--- src/rtl/mem_slave_16x8.sv ---
// -----------------------------------------------------------------------------
// mem_slave_16x8
//
// Responder for a small synchronous memory bus: a 2**ADDR_WIDTH x DATA_WIDTH
// array with a single request port. Each rising edge decodes {wr_en, rd_en}:
//   00 idle, 10 write, 01 read, 11 illegal (neither access is performed).
// Read data is registered and qualified by rvalid one cycle after the request.
// Three saturating counters track completed writes, reads and illegal requests.
//
// Ports:
//   clk        in   single clock, all state updates on the rising edge
//   reset      in   synchronous, active-high; clears memory, outputs, counters
//   addr       in   access address (every value is a legal location)
//   wr_en      in   write request
//   rd_en      in   read request
//   wdata      in   write data
//   rdata      out  registered read data, held until the next read or reset
//   rvalid     out  rdata was loaded by a read at the previous edge
//   err        out  an illegal (read+write) request was seen at the previous edge
//   wr_count   out  completed writes, saturating
//   rd_count   out  completed reads, saturating
//   err_count  out  illegal requests, saturating
//
// Handshake: there is no back-pressure. A request is accepted on every edge
// where reset is low; rvalid/err are single-cycle strobes for the request
// accepted at the previous edge and are never held waiting for a consumer.
// -----------------------------------------------------------------------------
module mem_slave_16x8 #(
    parameter int ADDR_WIDTH = 4,
    parameter int DATA_WIDTH = 8,
    parameter int CNT_WIDTH  = 8
) (
    input  logic                  clk,
    input  logic                  reset,
    input  logic [ADDR_WIDTH-1:0] addr,
    input  logic                  wr_en,
    input  logic                  rd_en,
    input  logic [DATA_WIDTH-1:0] wdata,
    output logic [DATA_WIDTH-1:0] rdata,
    output logic                  rvalid,
    output logic                  err,
    output logic [CNT_WIDTH-1:0]  wr_count,
    output logic [CNT_WIDTH-1:0]  rd_count,
    output logic [CNT_WIDTH-1:0]  err_count
);

    localparam int DEPTH = 1 << ADDR_WIDTH;
    localparam logic [CNT_WIDTH-1:0] CNT_MAX = '1;
    localparam logic [CNT_WIDTH-1:0] CNT_ONE = CNT_WIDTH'(1);

    typedef enum logic [1:0] {
        REQ_IDLE    = 2'b00,
        REQ_READ    = 2'b01,
        REQ_WRITE   = 2'b10,
        REQ_ILLEGAL = 2'b11
    } req_t;

    logic [DATA_WIDTH-1:0] mem [DEPTH];
    req_t                  req;

    always_comb begin
        req = req_t'({wr_en, rd_en});
    end

    always_ff @(posedge clk) begin
        if (reset) begin
            mem       <= '{default: '0};
            rdata     <= '0;
            rvalid    <= 1'b0;
            err       <= 1'b0;
            wr_count  <= '0;
            rd_count  <= '0;
            err_count <= '0;
        end else begin
            // Strobes default low; only the matching request raises one.
            rvalid <= 1'b0;
            err    <= 1'b0;
            case (req)
                REQ_WRITE: begin
                    mem[addr] <= wdata;
                    if (wr_count != CNT_MAX) wr_count <= wr_count + CNT_ONE;
                end
                REQ_READ: begin
                    // Read and write never share a cycle, so no bypass is
                    // needed: the array already holds any earlier write.
                    rdata  <= mem[addr];
                    rvalid <= 1'b1;
                    if (rd_count != CNT_MAX) rd_count <= rd_count + CNT_ONE;
                end
                REQ_ILLEGAL: begin
                    err <= 1'b1;
                    if (err_count != CNT_MAX) err_count <= err_count + CNT_ONE;
                end
                default: begin
                end
            endcase
        end
    end

endmodule

--- config.mk ---
export PLATFORM = sky130hd
export DESIGN_NAME = mem_slave_16x8
export DESIGN_NICKNAME = d
export VERILOG_FILES = /design/src/rtl/mem_slave_16x8.sv
export SDC_FILE = /design/constraint.sdc
export NUM_CORES = 1
export LEC_CHECK = 0
export CAP_MARGIN = 30
export CORE_ASPECT_RATIO = 2
export CORE_MARGIN = 8
export CORE_UTILIZATION = 40
export CTS_CLUSTER_DIAMETER = 120
export DETAILED_ROUTE_END_ITERATION = 10
export DONT_BUFFER_PORTS = 1
export GPL_TIMING_DRIVEN = 1
export PLACE_DENSITY = 0.62
export SLEW_MARGIN = 10
export SYNTH_ARGS = -nofsm -noshare
export SYNTH_HDL_FRONTEND = slang
export SYNTH_SLANG_ARGS = --single-unit
--- constraint.sdc ---
create_clock -name clk -period 4.2 [get_ports clk]
set_input_delay 1.26 -clock clk [delete_from_list [all_inputs] [get_ports clk]]
set_output_delay 1.26 -clock clk [all_outputs]
set_load 0.005 [all_outputs]
# Word-level counts from Yosys, hierarchy flattened
# Index checks and enable logic that the tools add are counted.
[classes] n_addsub=3 mul=0 div_mod_pow=0 n_lt_le_gt_ge=2 n_eq_ne=6 n_shift=0 muxes=8 bitwise=1 reduce_logical=4
[op_table] operator="$bwmux W128" n=1
[op_table] operator="$bmux W8 S4" n=1
[op_table] operator="$demux W8 S4" n=1
[op_table] operator="$add A8 B1 Y8 const B" n=3
[op_table] operator="$mux W8" n=3
[op_table] operator="$ne A8 B8 Y1 const B" n=3
[op_table] operator="$reduce_and A2 Y1" n=3
[op_table] operator="$ge A5 B5 Y1 const B" n=1
[op_table] operator="$lt A5 B1 Y1 const B" n=1
[op_table] operator="$not A4 Y5" n=1
[op_table] operator="$eq A2 B2 Y1 const B" n=2
[op_table] operator="$eq A2 B1 Y1 const B" n=1
[op_table] operator="$mux W1" n=2
[op_table] operator="$logic_and A1 B1 Y1" n=1
[word_totals] reg_bits=162 latch_bits=0 ram_bits=0 mem_bits_ro=0 output_inout_bits=34 word_cells=46 mem_count=0

# Depth between registers and ports, before layout
[logic_depth] word_depth=6 ltp_mapped=7 ltp_nobuf=5

# Least setup slack after synthesis
# OpenSTA, ideal clock, no wires.
[synth_path] path_kind="input-to-reg" from="in addr[0]" to="reg mem[31] (netlist name)" t_arrival_ps=2407 required_time_ps=4072 setup_slack_ps=1665 path_stages=6 cell_sequence="buf_4 nor4b_4 and3_1 buf_4 mux2i_1 nor2_1"
[synth_via] elab_chain_len=6
[synth_rtl] item="start: declaration" line="35" source="input logic [ADDR_WIDTH-1:0] addr,"
[synth_rtl] item="$not A4 Y5 (implied by the code) *" line="80" source="mem[addr] <= wdata;"
[synth_rtl] item="$ge A5 B5 Y1 (implied by the code) / $lt A5 B1 Y1 (equally long branches)" line="80"
[synth_rtl] item="$logic_and A1 B1 Y1 (implied by the code)" line="80"
[synth_rtl] item="$mux W8 (implied by the code)" line="80"
[synth_rtl] item="$demux W8 S4 *" line="80"
[synth_rtl] item="$bwmux W128 *" line="80"
[synth_rtl] item="end signal: indexed assignment" line="80"
[synth_rtl] item="end: declaration" line="58" source="logic [DATA_WIDTH-1:0] mem [DEPTH];"
# Every way passes the cells marked *; elsewhere a longest branch is shown, timed or not.
# A chain may end at the register's enable or synchronous reset.

# Final worst setup path
[layout_path] from="in addr[0]" to="reg mem[9] (netlist name)"
# Same word-level chain as after synthesis.

==> flow_metrics.py <==
metrics = {
    "worst_setup_path": {
        "r2r_start": "err_count[0]$_SDFFE_PP0P_",
        "end_kind": "flip-flop",
        "max_stage_delay_ps": 580,
        "reg2reg_to": "err_count[7]$_SDFFE_PP0P_",
        "path_max_fanout": 60,
        "start_kind": "input pin",
        "cp_slowest_cell": "and4bb_2",
        "worstPathRequired_ps": 4520,
        "path_cells": "and4bb_2 > and3_1 > mux2i_1 > nor2_1",
        "ff2ff_path_depth": 5,
        "rrSetupSlack_ps": 2350,
        "arrival_ps": 2710,
        "path_class": "in -> reg",
    },
    "sta": {
        "drv_slew": 0,
        "finalSetupTns_ps": 0,
        "worst_pin_slew_ps": 690.9,
        "holdWs_ps": 446.6,
        "fin_skew_ps": 8.792,
        "slew_headroom": 0.5389,
        "finalWorstPathRequiredPeriod_ps": 2392,
        "max_freq_ghz": 0.4180,
        "finalSetupViolations": 0,
        "period_share": 0.5696,
        "rsz0062_at_grt": "false",
        "hold_violations": 0,
    },
    "floorplanning": {
        "core_um2": 18220,
        "rows": 70,
        "io_pins": 50,
        "fp.dieW_um": 112.0,
        "start_util": 0.4047,
        "die_h_um": 208.0,
        "fp.dieArea_um2": 23300,
    },
    "yosys": {
        "yosysWarnings": 0,
        "synthCells": 838,
        "synth-main-ff-cell": "dfxtp_1",
        "yosysUniqueCellTypes": 58,
        "synth_top_area_cell": "dfxtp_1",
        "syn-num-nets": 857,
        "ys_seq_elements": 162,
        "synth_edf_count": 0,
        "synthTopCellsByArea": "dfxtp_1, mux2i_1, a21oi_1, nand3_1, nand2_1",
        "netlist_area_um2": 7373,
        "syn_area_per_cell_um2": 8.799,
        "yosysSeqAreaShare": 0.4398,
        "synthArstFlopShare": 0,
        "synthDominantCellAreaShare": 0.4398,
    },
    "drt": {
        "dr_total_vias": 5800,
        "totalWireLength_um": 19590,
        "drc_errors": 0,
        "vias_per_cell": 5.681,
        "wl_per_cell_um": 19.19,
        "ant_nets": 0,
        "dr.first_iter.drc_count": 442,
        "first_pass_iters": 4,
    },
    "final_layout": {
        "mostFrequentLayoutCell": "dfxtp_1",
        "final_cell_mix": "dfxtp_1, nand2_1, mux2i_1, a21oi_1, nand3_1",
        "nets": 811,
        "num_antenna_cells": 0,
        "fillers": 1833,
        "area_growth_pct": 7.636,
        "drive_above_1_share": 0.07578,
    },
    "power_and_ir_drop": {
        "p_int_mw": 2.512,
        "ir_worst_vdd_mv": 0.2188,
        "cellPowerDensity_nw_per_um2": 410.9,
        "leakagePower_nw": 2.729,
        "seqPwrFrac": 0.481,
        "swShare": 0.2299,
        "p_clk_frac": 0.483,
        "power_mw": 3.261,
        "switching_power_mw": 0.7496,
        "combinationalPowerShare": 0.036,
    },
    "global_routing": {
        "grt_usage": 0.1699,
        "overflow": 0,
        "antenna_found_initial": 0,
        "grt_pass1_wl_um": 31060,
        "grt_max_degree": 163,
        "first_global_vias": 5670,
    },
    "placement": {
        "gp_congestion": 0.7864,
        "io_buffers": 0,
        "dpl.hpwl_um": 13110,
    },
    "worst_hold_path": {
        "hp-class": "reg -> reg",
        "min_path_cells": 2,
        "hp-start": "mem[95]$_SDFFE_PP0P_",
        "hold_end": "mem[95]$_SDFFE_PP0P_",
    },
    "clock_tree": {
        "cts_root_buffer": "clkbuf_16",
        "cts.htree.levels": 4,
        "clk_pin_slew_ps": 60,
        "clock_sinks": 162,
        "postCtsSetupRepairBufs": 0,
        "cts_made_buffers": 17,
        "cts_buffer_depth": 2,
        "cts_hold_buf": 0,
        "clock_latency_ps": 430,
        "cts_tree": "yes",
        "post_cts_resized": 0,
    },
    "outcome": {
        "outcome": "complete, no violations",
    },
    "flow_run": {
        "drv_cap": 0,
    },
}
==> layer usage <==
| layer | GRT usage | routed length [µm] |
|---|---|---|
| met4 | 0.09700 | 744 |
| met3 | 0.04787 | 1217 |
| met5 | 0 | 0 |
| met2 | 0.2970 | 9999 |
| met1 | 0.1784 | 7630 |
==> synth_stat cells, drive strengths merged, types with 2 or more instances <==
master,instances
buf,40
a221oi,3
nor3,10
and3,6
a2bb2oi,5
a31oi,2
o21ai,18
nand4,7
and4,2
or3,6
inv,4
mux4,8
and2b,2
a211oi,11
o21bai,2
o211ai,4
nand3,85
nor2,79
or3b,2
or2b,2
and2,2
xnor2,2
nand2,104
a21oi,86
xor2,8
mux2i,101
ha,3
or4,2
nor2b,5
and4bb,2
o22ai,13
dfxtp,162
clkbuf,36
o31ai,2
==> cell type report <==
type / instances / area [µm²] / share of cell area
clock inverter: 13 / 150.1 / 0.01892
timing repair buffer: 11 / 82.58 / 0.01041
sequential: 162 / 3243 / 0.4086
multi-input combinational: 596 / 3732 / 0.4703
tap: 216 / 270.3 / 0.03405
clock buffer: 19 / 442.9 / 0.05581
inverter: 4 / 15.01 / 0.001892
==> power by group through the flow <==
stage | Combinational (mW) | Clock (mW) | Sequential [mW]
final | 0.117 | 1.57 | 1.57
after global routing | 0.128 | 1.67 | 1.57
after CTS | 0.118 | 1.60 | 1.57
after detailed placement | 0.117 | 0 | 1.61
after global placement | 0.116 | 0 | 1.61
after floorplan | 0.158 | 0 | 1.60
==> worst max path at each step <==
| stage | start | depth (start not counted) | endpoint | slack (ps) |
|---|---|---|---|---|
| finish | addr[0] | 4 | mem[9]$_SDFFE_PP0P_ | 1810 |
| CTS | addr[0] | 4 | mem[9]$_SDFFE_PP0P_ | 1870 |
| floorplan | addr[0] | 6 | mem[31]$_SDFFE_PP0P_ | 1660 |
| global route | addr[0] | 4 | mem[10]$_SDFFE_PP0P_ | 1770 |
| global placement | addr[0] | 4 | mem[14]$_SDFFE_PP0P_ | 1450 |
| detailed placement | addr[0] | 4 | mem[9]$_SDFFE_PP0P_ | 1420 |
==> stage by stage <==
| step | utilization | instance area [µm²] | setup slack, ps | std cells |
|---|---|---|---|---|
| CTS | 0.4356 | 7936 | 1868 | 1021 |
| detailed placement | 0.4031 | 7343 | 1416 | 989 |
| global route | 0.4356 | 7936 | 1768 | 1021 |
| floorplan | - | 7373 | 1665 | 838 |
| finish | 0.4356 | 7936 | 1808 | 1021 |
| global placement | 0.4031 | 7343 | 1453 | 989 |
==> critical path: cells and delay by family <==
kind / cells / cell delay [ps]
and+or+nand+nor: 3 / 1160
muxes: 1 / 260
==> kinds of logic after synthesis <==
logic type               count (synthesis)  share of synthesized area
buffers and inverters                   80                    0.05396
multiplexers                           109                     0.1631
AND/OR/NAND/NOR                        323                     0.2045
AO/OA/AOI/OAI                          151                     0.1217
XOR/XNOR                                10                    0.01188
flip-flops                             162                     0.4398
adder cells (fa/ha/maj)                  3                   0.005091
==> registers in the layout, summed over array words and instances (netlist names) <==
name,cells
mem,128
wr_count,8
err,1
rdata,8
err_count,8
rd_count,8
rvalid,1
No activity file was read; power rests on OpenSTA's default activity.
